$ cat src/rtl/uart_hex_parser_if.sv
// uart_hex_parser_if
// Groups the byte-stream input and the parsed-value output of the hex
// line parser.
//   rx_valid / rx_data : one-cycle byte strobe and byte from the UART receiver
//   value / digit_cnt  : last accepted value and its digit count
//   value_valid        : one-cycle strobe when value/digit_cnt update
//   err                : one-cycle strobe when a line is rejected
//   busy               : parser is inside a line (collecting or discarding)
// Modports: slave = the parser, master = the byte source / value consumer.
interface uart_hex_parser_if;
  logic        rx_valid;
  logic [7:0]  rx_data;
  logic [15:0] value;
  logic        value_valid;
  logic [2:0]  digit_cnt;
  logic        err;
  logic        busy;

  modport slave (
    input  rx_valid, rx_data,
    output value, value_valid, digit_cnt, err, busy
  );

  modport master (
    output rx_valid, rx_data,
    input  value, value_valid, digit_cnt, err, busy
  );
endinterface

$ cat src/rtl/uart_hex_parser.sv
// uart_hex_parser
// Turns ASCII hex lines (up to four digits, ended by CR or LF) into a 16-bit
// value with a one-cycle strobe. Bad characters, a fifth digit or an
// inter-byte stall reject the line with a one-cycle err strobe; the rest of a
// rejected line is skipped up to its terminator.
// Ports:
//   clk  : system clock, rising edge
//   rst  : asynchronous active-high reset
//   bus  : uart_hex_parser_if.slave (rx_valid/rx_data in; value, value_valid,
//          digit_cnt, err, busy out -- all registered)
module uart_hex_parser #(
  parameter int CLK_FREQ   = 50000000,
  parameter int TIMEOUT_MS = 10
) (
  input  logic              clk,
  input  logic              rst,
  uart_hex_parser_if.slave  bus
);

  localparam logic [31:0] TIMEOUT_CYCLES = 32'((CLK_FREQ / 1000) * TIMEOUT_MS);

  typedef enum logic [1:0] {
    IDLE    = 2'd0,
    COLLECT = 2'd1,
    DISCARD = 2'd2
  } state_t;

  state_t      state_reg, state_next;
  logic [15:0] acc_reg, acc_next;
  logic [2:0]  cnt_reg, cnt_next;
  logic [31:0] tmo_reg, tmo_next;
  logic [15:0] value_reg, value_next;
  logic [2:0]  digit_cnt_reg, digit_cnt_next;
  logic        value_valid_reg, value_valid_next;
  logic        err_reg, err_next;
  logic        busy_reg, busy_next;

  // Character classification of the incoming byte
  logic       is_hex;
  logic       is_term;
  logic       is_blank;
  logic [3:0] nibble;
  logic       tmo_expired;

  always_comb begin
    is_hex = 1'b0;
    nibble = 4'h0;
    if (bus.rx_data >= 8'h30 && bus.rx_data <= 8'h39) begin
      is_hex = 1'b1;
      nibble = bus.rx_data[3:0];
    end else if ((bus.rx_data >= 8'h41 && bus.rx_data <= 8'h46) ||
                 (bus.rx_data >= 8'h61 && bus.rx_data <= 8'h66)) begin
      // 'A'/'a' have low nibble 1, so adding 9 maps them onto 10..15
      is_hex = 1'b1;
      nibble = bus.rx_data[3:0] + 4'd9;
    end
  end

  assign is_term     = (bus.rx_data == 8'h0D) || (bus.rx_data == 8'h0A);
  assign is_blank    = (bus.rx_data == 8'h20);
  assign tmo_expired = (tmo_reg == TIMEOUT_CYCLES - 32'd1);

  always_ff @(posedge clk or posedge rst) begin
    if (rst) begin
      state_reg       <= IDLE;
      acc_reg         <= 16'h0000;
      cnt_reg         <= 3'd0;
      tmo_reg         <= 32'd0;
      value_reg       <= 16'h0000;
      digit_cnt_reg   <= 3'd0;
      value_valid_reg <= 1'b0;
      err_reg         <= 1'b0;
      busy_reg        <= 1'b0;
    end else begin
      state_reg       <= state_next;
      acc_reg         <= acc_next;
      cnt_reg         <= cnt_next;
      tmo_reg         <= tmo_next;
      value_reg       <= value_next;
      digit_cnt_reg   <= digit_cnt_next;
      value_valid_reg <= value_valid_next;
      err_reg         <= err_next;
      busy_reg        <= busy_next;
    end
  end

  always_comb begin
    state_next       = state_reg;
    acc_next         = acc_reg;
    cnt_next         = cnt_reg;
    tmo_next         = bus.rx_valid ? 32'd0 : tmo_reg + 32'd1;
    value_next       = value_reg;
    digit_cnt_next   = digit_cnt_reg;
    value_valid_next = 1'b0;
    err_next         = 1'b0;

    case (state_reg)
      IDLE: begin
        tmo_next = 32'd0;
        if (bus.rx_valid) begin
          if (is_hex) begin
            acc_next   = {12'h000, nibble};
            cnt_next   = 3'd1;
            state_next = COLLECT;
          end else if (!is_term && !is_blank) begin
            // Empty lines and blanks before a number are silently skipped
            err_next   = 1'b1;
            state_next = DISCARD;
          end
        end
      end

      COLLECT: begin
        if (bus.rx_valid) begin
          if (is_hex) begin
            if (cnt_reg == 3'd4) begin
              err_next   = 1'b1;
              state_next = DISCARD;
            end else begin
              acc_next = {acc_reg[11:0], nibble};
              cnt_next = cnt_reg + 3'd1;
            end
          end else if (is_term) begin
            value_next       = acc_reg;
            digit_cnt_next   = cnt_reg;
            value_valid_next = 1'b1;
            state_next       = IDLE;
          end else begin
            err_next   = 1'b1;
            state_next = DISCARD;
          end
        end else if (tmo_expired) begin
          // A byte arriving on the expiry cycle takes the branch above instead
          err_next   = 1'b1;
          state_next = IDLE;
        end
      end

      DISCARD: begin
        if (bus.rx_valid) begin
          if (is_term) begin
            state_next = IDLE;
          end
        end else if (tmo_expired) begin
          state_next = IDLE;
        end
      end

      default: begin
        state_next = IDLE;
      end
    endcase
  end

  // Registered copy of the state decode so busy leaves the block from a flop
  assign busy_next = (state_next != IDLE);

  assign bus.value       = value_reg;
  assign bus.digit_cnt   = digit_cnt_reg;
  assign bus.value_valid = value_valid_reg;
  assign bus.err         = err_reg;
  assign bus.busy        = busy_reg;

endmodule
$ cat src/flat_wrapper.sv
// flat-port wrapper written by rule: the top's interface ports become plain ports
module uart_hex_parser_flat 
#(
  parameter int CLK_FREQ   = 50000000,
  parameter int TIMEOUT_MS = 10
)
  (clk, rst, bus_rx_valid, bus_rx_data, bus_value, bus_value_valid, bus_digit_cnt, bus_err, bus_busy);
  uart_hex_parser_if bus_i ();
  input  logic clk;
  input  logic rst;
  input wire logic [$bits(bus_i.rx_valid)-1:0] bus_rx_valid;
  input wire logic [$bits(bus_i.rx_data)-1:0] bus_rx_data;
  output wire logic [$bits(bus_i.value)-1:0] bus_value;
  output wire logic [$bits(bus_i.value_valid)-1:0] bus_value_valid;
  output wire logic [$bits(bus_i.digit_cnt)-1:0] bus_digit_cnt;
  output wire logic [$bits(bus_i.err)-1:0] bus_err;
  output wire logic [$bits(bus_i.busy)-1:0] bus_busy;
  assign bus_i.rx_valid = bus_rx_valid;
  assign bus_i.rx_data = bus_rx_data;
  assign bus_value = bus_i.value;
  assign bus_value_valid = bus_i.value_valid;
  assign bus_digit_cnt = bus_i.digit_cnt;
  assign bus_err = bus_i.err;
  assign bus_busy = bus_i.busy;
  uart_hex_parser #(.CLK_FREQ(CLK_FREQ), .TIMEOUT_MS(TIMEOUT_MS)) u_core (.clk(clk), .rst(rst), .bus(bus_i));
endmodule
$ cat config.mk
export PLATFORM = sky130hd
export DESIGN_NAME = uart_hex_parser_flat
export DESIGN_NICKNAME = d
export VERILOG_FILES = /design/src/rtl/uart_hex_parser_if.sv /design/src/rtl/uart_hex_parser.sv /design/src/flat_wrapper.sv
export SDC_FILE = /design/constraint.sdc
export NUM_CORES = 1
export LEC_CHECK = 0
export CORE_UTILIZATION = 68
export DETAILED_ROUTE_END_ITERATION = 8
export DONT_BUFFER_PORTS = 1
export GPL_TIMING_DRIVEN = 1
export PLACE_DENSITY = 0.84
export SLEW_MARGIN = 20
export SYNTH_ARGS = -nofsm -noshare
export SYNTH_HDL_FRONTEND = slang
export SYNTH_SLANG_ARGS = --single-unit
export TNS_END_PERCENT = 5
$ cat constraint.sdc
create_clock -name clk -period 6.62 [get_ports clk]
set_input_delay 1.324 -clock clk [delete_from_list [all_inputs] [get_ports clk]]
set_output_delay 1.324 -clock clk [all_outputs]
set_load 0.05 [all_outputs]
==> run summary <==
Worst setup EP type: flop
count leader, synth: dfrtp_1
Worst Path Required: 6910 ps
Fin. Hold Viols: 0
CTS tree: done
final setup fails: 0
# DRC: 0
clock transition at the registers of the reported paths: 80 ps
Num CTS Buffers: 9
WS Path Type: input port to flop
Unique masters post-synth: 46
power share of the clock group: 0.371
sequential share of power: 0.555
sw frac: 0.253
Syn Area/Cell: 10.9 sq um
WHS Path Cells: 1
die height: 74.4 microns
Clock Path Buffers: 2
slowest stage delay, CP: 740 ps
post-route ant nets: 0
clock skew: 8.86 ps
Switch Pwr: 0.000233 W
Final min period: 2840 ps
max-slew violation count: 0
global-route wire length before repair: 10.7 mm
Synth Net Count: 345
TNS Setup: 0 ps
Core ar.: 4880 sq um
post-DR vias/cell: 6.02
initial DRC count: 135
number of enable flip-flop cells after synthesis: 0
Synth top cells by count: dfrtp_1 (75), nor2_1 (36), xnor2_1 (23)
post-synthesis register bit count: 75
CP Max Fanout: 23
GPL Wtd Cong: 0.804
Tightest Pin Transition: 945 ps
Peak Freq: 0.352 GHz
CTS resizes: 0
Async SR Flop Fraction: 1.00
R2R Setup Slk: 4480 ps
post-route design area: 3810 sq um
peak supply drop: 203 uV
Pleak: 1.64 nW
CTS sink count: 75
DRT Pass-1 Iters: 5
largest net degree at the start of global routing: 76
nets@finish: 348
arrival time worst endpoint: 3130 ps
Rows: 25
worst reg2reg path depth: 5
htree depth: 3
RR Startpoint: u_core.tmo_reg[10]
CTS Hold Bufs: 0
min-delay src: u_core.tmo_reg[0]
hpwl dp: 4.16 mm
Setup crit end: u_core.acc_reg[14]
# port buffers: 0
share of layout cells above drive strength 1: 0.147
area of the mapped netlist: 3560 sq um
Placed Area: 3620 sq um
cell taking the most area after synthesis: dfrtp_1
combinational power share: 0.074
CTS Root Cell: clkbuf_8
Area growth syn-to-layout: 6.99%
Congestion Overflow GR: 0
DRT Wirelength: 6.33 mm
RR Endpoint: u_core.tmo_reg[31]
maxcap violations: 0
initial antenna violation count: 0
status: completed
Top Ports: 33
cells along the critical path: inv_1 > ha_1 > nor3b_1 > nor3_4 > o221ai_2 > a22o_1
setup bufs post-CTS: 0
Hold Crit Class: flop to flop
PD cells: 241 nW/um^2
Clock Latency Late Sink: 360 ps
vias in the first global route: 2258
Starting Density: 0.730
die area: 5530 sq um
synth warn: 0
ranking of synthesized cells by area: dfrtp_1 (53%), mux2_2 (6.3%), xnor2_1 (5.7%)
Routed WL per cell: 15.8 microns
Internal: 0.000685 W
diode count: 0
CP startpoint kind: input port
Final Cycle Share: 0.429
Most used DFF post-synth: dfrtp_1
slowest stage cell, crit path: o221ai_2
CP Launch Point: bus_rx_data[0]
vias after detailed routing: 2413
max FFs per register: 32
GRT Total Usage: 0.263
RSZ-0062 raised after global routing: no
Die Wd: 74.4 microns
slew margin rel.: 0.370
post-synth top area share: 0.527
sequential share of the synthesized area: 0.527
synthesized instance count: 327
==> area by class of cell <==
type	count	area (sq um)
Clock buffer	10	138
Clock inverter	5	53.8
Fill cell	333	1070
Inverter	14	52.6
Multi-Input combinational cell	227	1580
Sequential cell	75	1880
Tap cell	67	83.8
Timing Repair Buffer	3	22.5
==> routing by layer <==
layer | share of wire | vias up | global-route usage
met5 | 0 | - | 0
met4 | 0.016 | 0 | 0.0964
met3 | 0.061 | 13 | 0.0908
met2 | 0.46 | 68 | 0.381
met1 | 0.46 | 1166 | 0.369
li1 | - | 1166 | -
==> worst max-delay path, delay by kind of cell <==
| family | cells | cell delay [ps] |
|---|---|---|
| adder cells (fa/ha/maj) | 1 | 180 |
| AND/OR/NAND/NOR | 2 | 540 |
| buffers and inverters | 1 | 60 |
| AO/OA/AOI/OAI | 2 | 1020 |
==> placed cells by master, fill, tap and decap left out, drive strengths merged, types with 2 or more instances in the layout <==
| cell | n |
|---|---|
| nand2 | 21 |
| xor2 | 5 |
| clkbuf | 10 |
| mux2i | 2 |
| a21o | 2 |
| xnor2 | 23 |
| nand4 | 7 |
| o21ai | 12 |
| clkinv | 4 |
| nor4 | 10 |
| dfrtp | 75 |
| nor4bb | 3 |
| nor3 | 15 |
| nor2 | 36 |
| or3 | 3 |
| ha | 7 |
| inv | 14 |
| and4 | 2 |
| a21oi | 9 |
| and2 | 2 |
| mux2 | 20 |
| buf | 3 |
| nor2b | 2 |
| a22o | 12 |
| nand3 | 13 |
| and3 | 7 |
==> worst min path at each step <==
stage | endpoint | slack, ps
2_1_floorplan | u_core.tmo_reg[0] | 450
3_3_place_gp | u_core.tmo_reg[0] | 470
3_5_place_dp | u_core.tmo_reg[0] | 490
4_1_cts | u_core.tmo_reg[0] | 500
5_1_grt | u_core.tmo_reg[0] | 520
6_report | u_core.tmo_reg[0] | 500
==> cell families (layout without fill, tap and decap cells) <==
| kind of cell | after synthesis | count (layout) | share of synthesized area |
|---|---|---|---|
| multiplexers | 22 | 22 | 0.0689 |
| XOR/XNOR | 28 | 28 | 0.0689 |
| flip-flops | 75 | 75 | 0.527 |
| AND/OR/NAND/NOR | 127 | 127 | 0.188 |
| AO/OA/AOI/OAI | 43 | 43 | 0.0935 |
| buffers and inverters | 25 | 32 | 0.0295 |
| adder cells (fa/ha/maj) | 7 | 7 | 0.0246 |
==> power groups by stage <==
| stage | clock [W] | combinational, W | sequential, W |
|---|---|---|---|
| after CTS | 0.000346 | 0.0000691 | 0.000509 |
| after floorplan | 0 | 0.0000556 | 0.000512 |
| final | 0.000340 | 0.0000681 | 0.000509 |
| after detailed placement | 0 | 0.0000683 | 0.000518 |
| after global placement | 0 | 0.0000663 | 0.000517 |
| after global routing | 0.000363 | 0.0000792 | 0.000513 |
==> stage by stage <==
stage                      util  setup slack, ps  cells  hold slack [ps]  power (W)
final                     0.781             3780    401              496   0.000918
after global routing      0.781             3530    401              517   0.000955
after CTS                 0.781             3760    401              497   0.000924
after detailed placement  0.742             3410    386              486   0.000586
after global placement    0.742             3490    386              471   0.000584
after floorplan               -             3390    327              455   0.000567
Note: power is estimated with default switching activity, not from simulation.
